File: src/rtl/blake2_msg_feeder.sv
// blake2_msg_feeder
//   Upstream stage of the blake2 core. Takes a message byte stream
//   (valid/ready) plus a per-message command (kk/nn, empty flag) and drives
//   the core's byte-load port one byte per strobe, zero-padding the final
//   block. An empty message becomes a single all-zero block. The producer
//   is held off while the core compresses a block (GAP) or streams its
//   result (WAIT_RES).
//
//   Optional feature macro: BLAKE2_KEY_BLOCK_EN
//     defined   - adds key_i; when kk>0 a key block (key bytes 0..kk-1, then
//                 zeros) is sent as the first block before the message.
//     undefined - kk is only latched and passed through on kk_o.
//
//   Ports
//     clk, nreset                 clock, async active-low reset
//     cmd_v_i/kk/nn/empty         message command, accepted only when idle
//     key_i                       key bytes (only with BLAKE2_KEY_BLOCK_EN)
//     s_valid_i/s_ready_o         message byte handshake
//     s_data_i, s_last_i          message byte, final-byte marker
//     h_v_i                       core result-valid
//     data_v_o/idx/data           byte strobe, index in block, byte
//     block_first_o/block_last_o  block flags (last may rise mid-block)
//     ll_o                        byte count (+BLK_BYTES if key block sent)
//     kk_o, nn_o                  latched kk/nn
//     busy_o                      message in progress
//
//   state    | meaning
//   ---------+--------------------------------------------------------
//   IDLE     | waiting for a command, producer held off
//   KEY      | emitting the key block (feature build only)
//   DATA     | accepting message bytes, one strobe per accepted byte
//   PAD      | emitting zero bytes up to the end of the final block
//   GAP      | core compressing a non-final block, producer held off
//   WAIT_RES | waiting for the core's result pulse to rise and fall

module blake2_msg_feeder #(
  parameter int BLK_BYTES = 64,
  parameter int IDX_W     = 7,
  parameter int LL_W      = 128,
  parameter int CNT_W     = 6,
  parameter int F_GAP     = 97
) (
  input  logic                   clk,
  input  logic                   nreset,
  input  logic                   cmd_v_i,
  input  logic [CNT_W-1:0]       cmd_kk_i,
  input  logic [CNT_W-1:0]       cmd_nn_i,
  input  logic                   cmd_empty_i,
`ifdef BLAKE2_KEY_BLOCK_EN
  input  logic [8*BLK_BYTES-1:0] key_i,
`endif
  input  logic                   s_valid_i,
  output logic                   s_ready_o,
  input  logic [7:0]             s_data_i,
  input  logic                   s_last_i,
  input  logic                   h_v_i,
  output logic                   data_v_o,
  output logic [IDX_W-1:0]       data_idx_o,
  output logic [7:0]             data_o,
  output logic                   block_first_o,
  output logic                   block_last_o,
  output logic [LL_W-1:0]        ll_o,
  output logic [CNT_W-1:0]       kk_o,
  output logic [CNT_W-1:0]       nn_o,
  output logic                   busy_o
);

  localparam int GAP_W = $clog2(F_GAP + 1);
  localparam logic [IDX_W-1:0] LAST_IDX = IDX_W'(BLK_BYTES - 1);

  typedef enum logic [2:0] {
    S_IDLE, S_KEY, S_DATA, S_PAD, S_GAP, S_WAIT_RES
  } state_t;

  state_t             state_q, state_d;
  logic [IDX_W-1:0]   idx_q, idx_d;
  logic [LL_W-1:0]    cnt_q, cnt_d;
  logic               first_q, first_d;
  logic               last_q, last_d;
  logic [CNT_W-1:0]   kk_q, kk_d;
  logic [CNT_W-1:0]   nn_q, nn_d;
  logic [GAP_W-1:0]   gap_q, gap_d;
  logic               hv_q;
  logic               rose_q, rose_d;
  logic               dv_q, dv_d;
  logic [IDX_W-1:0]   didx_q, didx_d;
  logic [7:0]         dat_q, dat_d;
`ifdef BLAKE2_KEY_BLOCK_EN
  logic [8*BLK_BYTES-1:0] key_q, key_d;
  logic [8*BLK_BYTES-1:0] key_sh;
`endif

  always_ff @(posedge clk or negedge nreset) begin
    if (!nreset) begin
      state_q <= S_IDLE;
      idx_q   <= '0;
      cnt_q   <= '0;
      first_q <= 1'b0;
      last_q  <= 1'b0;
      kk_q    <= '0;
      nn_q    <= '0;
      gap_q   <= '0;
      hv_q    <= 1'b0;
      rose_q  <= 1'b0;
      dv_q    <= 1'b0;
      didx_q  <= '0;
      dat_q   <= '0;
`ifdef BLAKE2_KEY_BLOCK_EN
      key_q   <= '0;
`endif
    end else begin
      state_q <= state_d;
      idx_q   <= idx_d;
      cnt_q   <= cnt_d;
      first_q <= first_d;
      last_q  <= last_d;
      kk_q    <= kk_d;
      nn_q    <= nn_d;
      gap_q   <= gap_d;
      hv_q    <= h_v_i;
      rose_q  <= rose_d;
      dv_q    <= dv_d;
      didx_q  <= didx_d;
      dat_q   <= dat_d;
`ifdef BLAKE2_KEY_BLOCK_EN
      key_q   <= key_d;
`endif
    end
  end

  always_comb begin
    state_d   = state_q;
    idx_d     = idx_q;
    cnt_d     = cnt_q;
    first_d   = first_q;
    last_d    = last_q;
    kk_d      = kk_q;
    nn_d      = nn_q;
    gap_d     = gap_q;
    rose_d    = rose_q;
    dv_d      = 1'b0;
    didx_d    = didx_q;
    dat_d     = dat_q;
    s_ready_o = 1'b0;
`ifdef BLAKE2_KEY_BLOCK_EN
    key_d     = key_q;
    key_sh    = key_q >> (8 * int'(idx_q));
`endif

    case (state_q)
      S_IDLE: begin
        if (cmd_v_i) begin
          kk_d    = cmd_kk_i;
          nn_d    = cmd_nn_i;
          first_d = 1'b1;
          last_d  = cmd_empty_i;
          cnt_d   = '0;
          idx_d   = '0;
          rose_d  = 1'b0;
          state_d = cmd_empty_i ? S_PAD : S_DATA;
`ifdef BLAKE2_KEY_BLOCK_EN
          key_d = key_i;
          if (cmd_kk_i != '0) begin
            // The key block counts as a full block of message bytes.
            cnt_d   = LL_W'(BLK_BYTES);
            state_d = S_KEY;
          end
`endif
        end
      end

`ifdef BLAKE2_KEY_BLOCK_EN
      S_KEY: begin
        dv_d   = 1'b1;
        didx_d = idx_q;
        dat_d  = (int'(idx_q) < int'(kk_q)) ? key_sh[7:0] : 8'h00;
        if (idx_q == LAST_IDX) begin
          idx_d = '0;
          if (last_q) begin
            state_d = S_WAIT_RES;
          end else begin
            gap_d   = GAP_W'(F_GAP);
            state_d = S_GAP;
          end
        end else begin
          idx_d = idx_q + IDX_W'(1);
        end
      end
`endif

      S_DATA: begin
        s_ready_o = 1'b1;
        if (s_valid_i) begin
          dv_d   = 1'b1;
          didx_d = idx_q;
          dat_d  = s_data_i;
          if (cnt_q != {LL_W{1'b1}}) cnt_d = cnt_q + LL_W'(1);
          if (s_last_i) begin
            last_d = 1'b1;
            if (idx_q == LAST_IDX) begin
              idx_d   = '0;
              state_d = S_WAIT_RES;
            end else begin
              idx_d   = idx_q + IDX_W'(1);
              state_d = S_PAD;
            end
          end else if (idx_q == LAST_IDX) begin
            idx_d   = '0;
            gap_d   = GAP_W'(F_GAP);
            state_d = S_GAP;
          end else begin
            idx_d = idx_q + IDX_W'(1);
          end
        end
      end

      S_PAD: begin
        dv_d   = 1'b1;
        didx_d = idx_q;
        dat_d  = 8'h00;
        if (idx_q == LAST_IDX) begin
          idx_d   = '0;
          state_d = S_WAIT_RES;
        end else begin
          idx_d = idx_q + IDX_W'(1);
        end
      end

      // Timer is loaded on entry; the first GAP cycle carries the strobe of
      // byte BLK_BYTES-1, so F_GAP silent cycles follow before DATA.
      S_GAP: begin
        if (gap_q == '0) begin
          first_d = 1'b0;
          state_d = S_DATA;
        end else begin
          gap_d = gap_q - GAP_W'(1);
        end
      end

      S_WAIT_RES: begin
        if (h_v_i && !hv_q) rose_d = 1'b1;
        if (rose_q && !h_v_i) begin
          rose_d  = 1'b0;
          first_d = 1'b0;
          last_d  = 1'b0;
          state_d = S_IDLE;
        end
      end

      default: state_d = S_IDLE;
    endcase
  end

  assign data_v_o      = dv_q;
  assign data_idx_o    = didx_q;
  assign data_o        = dat_q;
  assign block_first_o = first_q;
  assign block_last_o  = last_q;
  assign ll_o          = cnt_q;
  assign kk_o          = kk_q;
  assign nn_o          = nn_q;
  assign busy_o        = (state_q != S_IDLE);

endmodule

File: config.mk
export PLATFORM = sky130hd
export DESIGN_NAME = blake2_msg_feeder
export DESIGN_NICKNAME = d
export VERILOG_FILES = /design/src/rtl/blake2_msg_feeder.sv
export SDC_FILE = /design/constraint.sdc
export NUM_CORES = 1
export LEC_CHECK = 0
export CAP_MARGIN = 20
export CORE_MARGIN = 2
export CORE_UTILIZATION = 55
export CTS_BUF_LIST = sky130_fd_sc_hd__clkbuf_2 sky130_fd_sc_hd__clkbuf_4 sky130_fd_sc_hd__clkbuf_8
export DETAILED_ROUTE_END_ITERATION = 10
export PLACE_DENSITY = 0.82
export SYNTH_ARGS = -nofsm -noshare
export SYNTH_HDL_FRONTEND = slang
export SYNTH_SLANG_ARGS = --single-unit
File: constraint.sdc
create_clock -name clk -period 3.2 [get_ports clk]
set_input_delay 0.32 -clock clk [delete_from_list [all_inputs] [get_ports clk]]
set_output_delay 0.32 -clock clk [all_outputs]
set_load 0.005 [all_outputs]
==> results.py <==
metrics = {
    "status": {
        "status": "complete, no violations",
    },
    "place": {
        "place.gp.congestion": 1.043,
        "io_buffers": 186,
        "detailed_place.area_um2": 13960,
        "dpl.hpwl_um": 30830,
        "dpl.cell_count": 1818,
    },
    "hold_path": {
        "hold_start": "h_v_i",
        "whs_path_depth": 1,
        "hp-class": "in2reg",
        "holdPathEnd": "hv_q",
    },
    "finish": {
        "layout.nets": 1599,
        "fillers": 1559,
        "syn2layout_area_growth_pct": 28.96,
        "n_antenna_cell": 0,
        "multi_input_area_um2": 6289,
        "post-route-util_pct": 71.63,
        "seq_area_um2": 4429,
        "design_area_um2": 14400,
        "drive_above_1_share_pct": 11.64,
        "fin_cells": 1851,
    },
    "setup_path": {
        "critPathSlowestCell": "or4b_2",
        "endpoint_kind": "flip-flop",
        "slowest_delay_ps": 620,
        "cp.required_ps": 3630,
        "r2r-end": "ll_o[91]",
        "reg2reg_depth": 7,
        "startpoint": "ll_o[53]",
        "critPathMostFrequentCell": "nand4_1",
        "crit_path_max_fanout": 7,
        "path_cells": "nand4_1 > or3_1 > nor3_1 > buf_4 > nand4_1 > or4b_2 > o21ai_0",
        "r2r_setup_slack_ps": 140,
        "critPathLaunchType": "flip-flop",
        "r2r_start": "ll_o[53]",
        "criticalPathCategory": "reg2reg",
        "worstPathArrival_ps": 3480,
    },
    "synth": {
        "synth_nets": 1373,
        "ys_warn_count": 0,
        "synth_top_area_cell": "dfrtp_1",
        "synthCells": 1342,
        "async_flop_share_pct": 100.0,
        "ys_seq_area_share_pct": 39.66,
        "netlist_area_um2": 11170,
        "synth-main-ff-cell": "dfrtp_1",
        "ys_types": 65,
        "synth-edff-count": 0,
        "syn_avg_cell_area_um2": 8.321,
        "yosysMostFrequentCell": "dfrtp_1",
        "synth-seq-cells": 177,
        "synth_area_leaders": "dfrtp_1, o21ai_0, nand4_1",
        "netlist_top_cells_count": "dfrtp_1, nand2_1, o21ai_0, nand3_1, nand4_1",
        "synth_top_area_share_pct": 39.66,
    },
    "clocking": {
        "cts_buffer_depth": 2,
        "cts_num_sinks": 177,
        "cts_tree": "yes",
        "cts_buffers": 17,
        "cts_root_buf": "clkbuf_8",
        "clk_latency_ps": 500,
        "postCtsSetupRepairBufs": 0,
        "clk_pin_slew_ps": 120,
        "h-tree-depth": 4,
    },
    "route": {
        "viasPerCell": 6.990,
        "avgRoutedWirePerCell_um": 23.31,
        "drc_errors": 0,
        "wl_um": 43150,
        "drt-initial-drc-count": 1607,
        "vias": 12939,
        "dr.pass1.iters": 5,
        "ant_nets": 0,
    },
    "sta": {
        "timing.final.max_slew_violations": 0,
        "skew_ps": 23.72,
        "slew_headroom_pct": 42.37,
        "setup_violations": 0,
        "tightest_slew_ps": 864.4,
        "fin_crit_ps": 3058,
        "hold_viol": 0,
        "final.setup.tns_ps": 0,
        "timing.fmax_mhz": 327.0,
        "period_share_pct": 95.58,
        "rsz0062_at_grt": "no",
    },
    "floorplan": {
        "pin_count": 187,
        "core_um2": 20100,
        "rows": 52,
        "die_x_um": 146.5,
        "initial_core_util_pct": 55.55,
        "die_area_um2": 21460,
        "die_y_um": 146.5,
    },
    "global_routing": {
        "grt_pass1_vias": 12095,
        "antenna_found_initial": 0,
        "grt_max_degree": 90,
        "grt_pass1_wl_um": 67700,
        "grt_use_total_pct": 39.86,
        "grt_overflow": 0,
    },
    "power_and_ir_drop": {
        "power_mw": 7.643,
        "peakVddDrop_uv": 463.9,
        "power_density_nw_per_um2": 530.8,
        "p_leak_nw": 5.422,
    },
    "job": {
        "drv_cap": 0,
    },
}
layer usage:
layer / share of wire [%] / vias to the layer above / track usage, %
met5: 0 / - / 0
met4: 4.2 / 0 / 16.65
met3: 12 / 156 / 9.969
met2: 45 / 974 / 61.01
met1: 39 / 6181 / 54.32
li1: - / 5628 / -
cell usage in the layout (no fill, tap or decap), types with 37 or more instances in the layout:
cell type	synthesis	layout
dfrtp_1	177	177
nor4_1	42	41
nand4_1	87	87
nor3_1	39	39
o31ai_1	59	59
clkdlybuf4s50_1	0	185
nand2_1	135	134
a21oi_1	48	48
and3_1	38	38
buf_4	1	98
nand3_1	102	102
nor2_1	64	64
o21ai_0	134	134
a31oi_1	37	37
sequential cells by signal, indices dropped and copies added, names as in the netlist:
register	flops
kk_o	6
ll_o	128
hv_q	1
idx_q	7
gap_q	7
data_o	8
block_first_o	1
data_idx_o	7
data_v_o	1
nn_o	6
block_last_o	1
rose_q	1
state_q	3
final cells by class:
type | count | area share [%]
Multi-Input combinational cell | 1047 | 43.67
Timing Repair Buffer | 295 | 19.50
Sequential cell | 177 | 30.76
Clock inverter | 15 | 1.321
Inverter | 30 | 0.7819
Clock buffer | 17 | 1.625
Tap cell | 270 | 2.346
metrics by stage:
stage                     hold slack [ps]  setup WS, ps
after floorplan                     24.41         461.8
after global placement              445.3         236.9
after detailed placement            441.2         225.3
after CTS                           293.5         193.7
after global routing                320.7         31.39
final                               302.6         141.5
power breakdown:
| part | switching, mW | internal [mW] |
|---|---|---|
| Sequential | 0.301 | 2.55 |
| Clock | 1.01 | 0.734 |
| Combinational | 1.72 | 1.32 |
| Total | 3.03 | 4.61 |
how the worst max path moves through the flow:
| stage | endpoint | slack [ps] |
|---|---|---|
| floorplan | ll_o[0] | 460 |
| global placement | ll_o[124] | 240 |
| detailed placement | ll_o[124] | 230 |
| CTS | ll_o[124] | 190 |
| global route | ll_o[35] | 30 |
| finish | ll_o[91] | 140 |
timing repair:
action | CTS | global route
gates resized for setup | 0 | 1
endpoints found under the hold margin | 87 | 0
hold buffers | 1 | 0
endpoints found under the setup margin | 0 | 1
logic make-up (layout without fill, tap and decap cells):
family	Yosys count	count (layout)	synth area share, %
buffers and inverters	118	357	4.302
adders and majority gates	4	4	0.4482
AOI/OAI and AO/OA	354	354	19.79
and+or+nand+nor	659	659	32.98
muxes	30	30	2.824
DFF	177	177	39.66
critical path: cells and delay by family, from the launching register on:
| family | cells | cell delay (ps) |
|---|---|---|
| and+or+nand+nor | 5 | 2150 |
| DFF | 1 | 480 |
| buffers and inverters | 1 | 250 |
| AOI/OAI and AO/OA | 1 | 100 |
(Power assumes the default switching activity.)
==> variant: new RTL, same settings <==
The option `BLAKE2_KEY_BLOCK_EN` is turned on by a define.
--- a/src/rtl/blake2_msg_feeder.sv
+++ b/src/rtl/blake2_msg_feeder.sv
@@ -35,2 +35,4 @@
 
+`define BLAKE2_KEY_BLOCK_EN
+
 module blake2_msg_feeder #(
Interface: changed (added key_i); port bits go from 187 to 699. The function was not compared with the original's and may differ.
==> variant against the unedited design <==
  * Design area increased to 3.1 times the old value
  * Total power increased to 4.6 times the old value
  * Sequential cell count increased by 512
  * Fmax increased by 4.0%
  * Die area increased to 2.9 times the old value
  * Count of clock-buffer cells in the layout increased by 163
  * Core utilization increased by 1.6 points
  * Area after synthesis increased to 3.0 times the old value
  * Clock power increased to 4.8 times the old value
  * Worst setup slack improved by 120 ps
  * Wire length increased to 2.9 times the old value
  * Non-clock buffer count increased by 519
  * Highest routed layer is now met5
==> variant: results (changes against the unedited design) <==
| Metric | Value |
|---|---|
| Status | `completed` |
| Critical Path Fanout Max | `9 (+2)` |
| Initial antenna violation count | `33 (+33)` |
| Number of flip-flops under the largest register name | `512 (+300%)` |
| Placed insts | `5131 (+180%)` |
| CP max-delay cell | `nor4_1` |
| Worst Max-Slew Pin Slew | `992 ps (+128 ps)` |
| Largest stage delay, worst path | `600 ps (-20 ps)` |
| Synth Area in Adders | `0.338% (-0.11 points)` |
| All-Layer GR Usage | `40.1% (+0.20 points)` |
| DR vias/cell | `6.03 (-14%)` |
| H-tree depth | `3 (-1)` |
| Cell leakage power | `20.7 nW (+280%)` |
| Clk buf depth | `3 (+1)` |
| Mux cell area share after synthesis | `8.64% (+5.8 points)` |
| DR iter-0 viols | `3675 (+130%)` |
| Hold crit path type | `in2async` |
| Vias in the first global route | `31.6k (+160%)` |
| Dpl hpwl | `93.0 mm (+200%)` |
| CTS Buf Count | `111 (+94)` |
| Syn nets | `4319 (+210%)` |
| Worst vdd ir | `0.000449 V (-3.3%)` |
| Sequential element share of the synthesized area | `51.8% (+12 points)` |
| Worst Path Arrival | `3580 ps (+100 ps)` |
| Per-cell routed wire length | `23.5 µm (+0.76%)` |
| Post-Syn Instances | `3771 (+180%)` |
| Clock skew | `38.1 ps (+14.4 ps)` |
| Synth top cells by count | `nand2_1, dfrtp_1, clkbuf_1` |
| Post-Layout Cell Count | `5365 (+190%)` |
| XOR/XNOR share of the synthesized area | `0.0263% (+0.026 points)` |
| Clock Pin Slew Worst Setup and Hold Paths | `70 ps (-50 ps)` |
| # nets final | `5014 (+210%)` |
| First-pass GRT wire length | `190 mm (+180%)` |
| Layout cells sized above 1 | `9.84% (-1.8 points)` |
| Post-synthesis compound-gate area fraction | `8.61% (-11 points)` |
| Top cells by area, synth | `dfrtp_1, nand2_1, mux4_2, o21ai_0, mux2i_1` |
| Synth cell types | `64 (-1.5%)` |
| Crit path launch | `ll_o[10]` |
| Number of flops mapped to enable cells by yosys | `0 (unchanged)` |
==> variant: worst paths after layout <==
kind                                   end  slack [ps]
max in group asynchronous       key_q[339]        2060
min in group clk                key_q[136]         100
worst max-delay path             ll_o[113]         260
worst min-delay path               nn_o[0]         100
worst max register to register   ll_o[113]         260
worst min register to register  key_q[208]         470
==> variant: metrics by stage <==
stage	cell area (µm²)	power, mW	worst slack, ps
2_1_floorplan	33300	21.6	623
3_3_place_gp	41500	26.3	141
3_5_place_dp	41500	26.9	97.1
4_1_cts	43900	35.3	15.7
5_1_grt	44100	37.3	38.5
6_report	44100	35.4	258
==> variant: cells by family (layout without fill, tap and decap cells) <==
kind of cell	count (synthesis)	after routing
AO/OA/AOI/OAI	459	459
buffers and inverters	266	1048
AND/OR/NAND/NOR	2180	2180
flip-flops	689	689
other	0	30
multiplexers	167	167
XOR/XNOR	1	1
adder cells (fa/ha/maj)	9	9
==> variant: cell type report <==
type                            count  area, µm²
Clock buffer                      180       2230
Fill cell                        4318      16100
Antenna cell                       30       75.1
Clock inverter                     20        220
Tap cell                          782        978
Sequential cell                   689      17200
Multi-Input combinational cell   2816      15000
Timing Repair Buffer              814       8170
Inverter                           34        128
==> variant: what timing repair did <==
| item | in CTS | in global routing |
|---|---|---|
| buffers inserted | 0 | 3 |
| gates resized for setup | 0 | 1 |
| hold buffers | 1 | 0 |
| endpoints found under the hold margin | 69 | 0 |
| setup endpoints to repair | 0 | 122 |
==> variant: metal layers <==
| metal | GRT usage [%] | part of all wire (%) |
|---|---|---|
| met5 | 0 | 0.045 |
| met4 | 26.3 | 7.4 |
| met2 | 62.5 | 47 |
| met3 | 8.92 | 9.6 |
| met1 | 50.6 | 36 |
==> variant: worst max-delay path, delay by kind of cell (launching register included) <==
kind | cells | cell delay (ps)
AOI/OAI and AO/OA | 1 | 160
DFF | 1 | 520
and+or+nand+nor | 6 | 2150
==> variant: where the power goes <==
group	total (mW)	leakage, nW	switching, mW	internal [mW]
clock	8.37	1.31	3.71	4.66
sequential	14.2	8.81	2.14	12.1
combinational	12.9	10.5	7.15	5.71
total	35.4	20.7	13.0	22.4
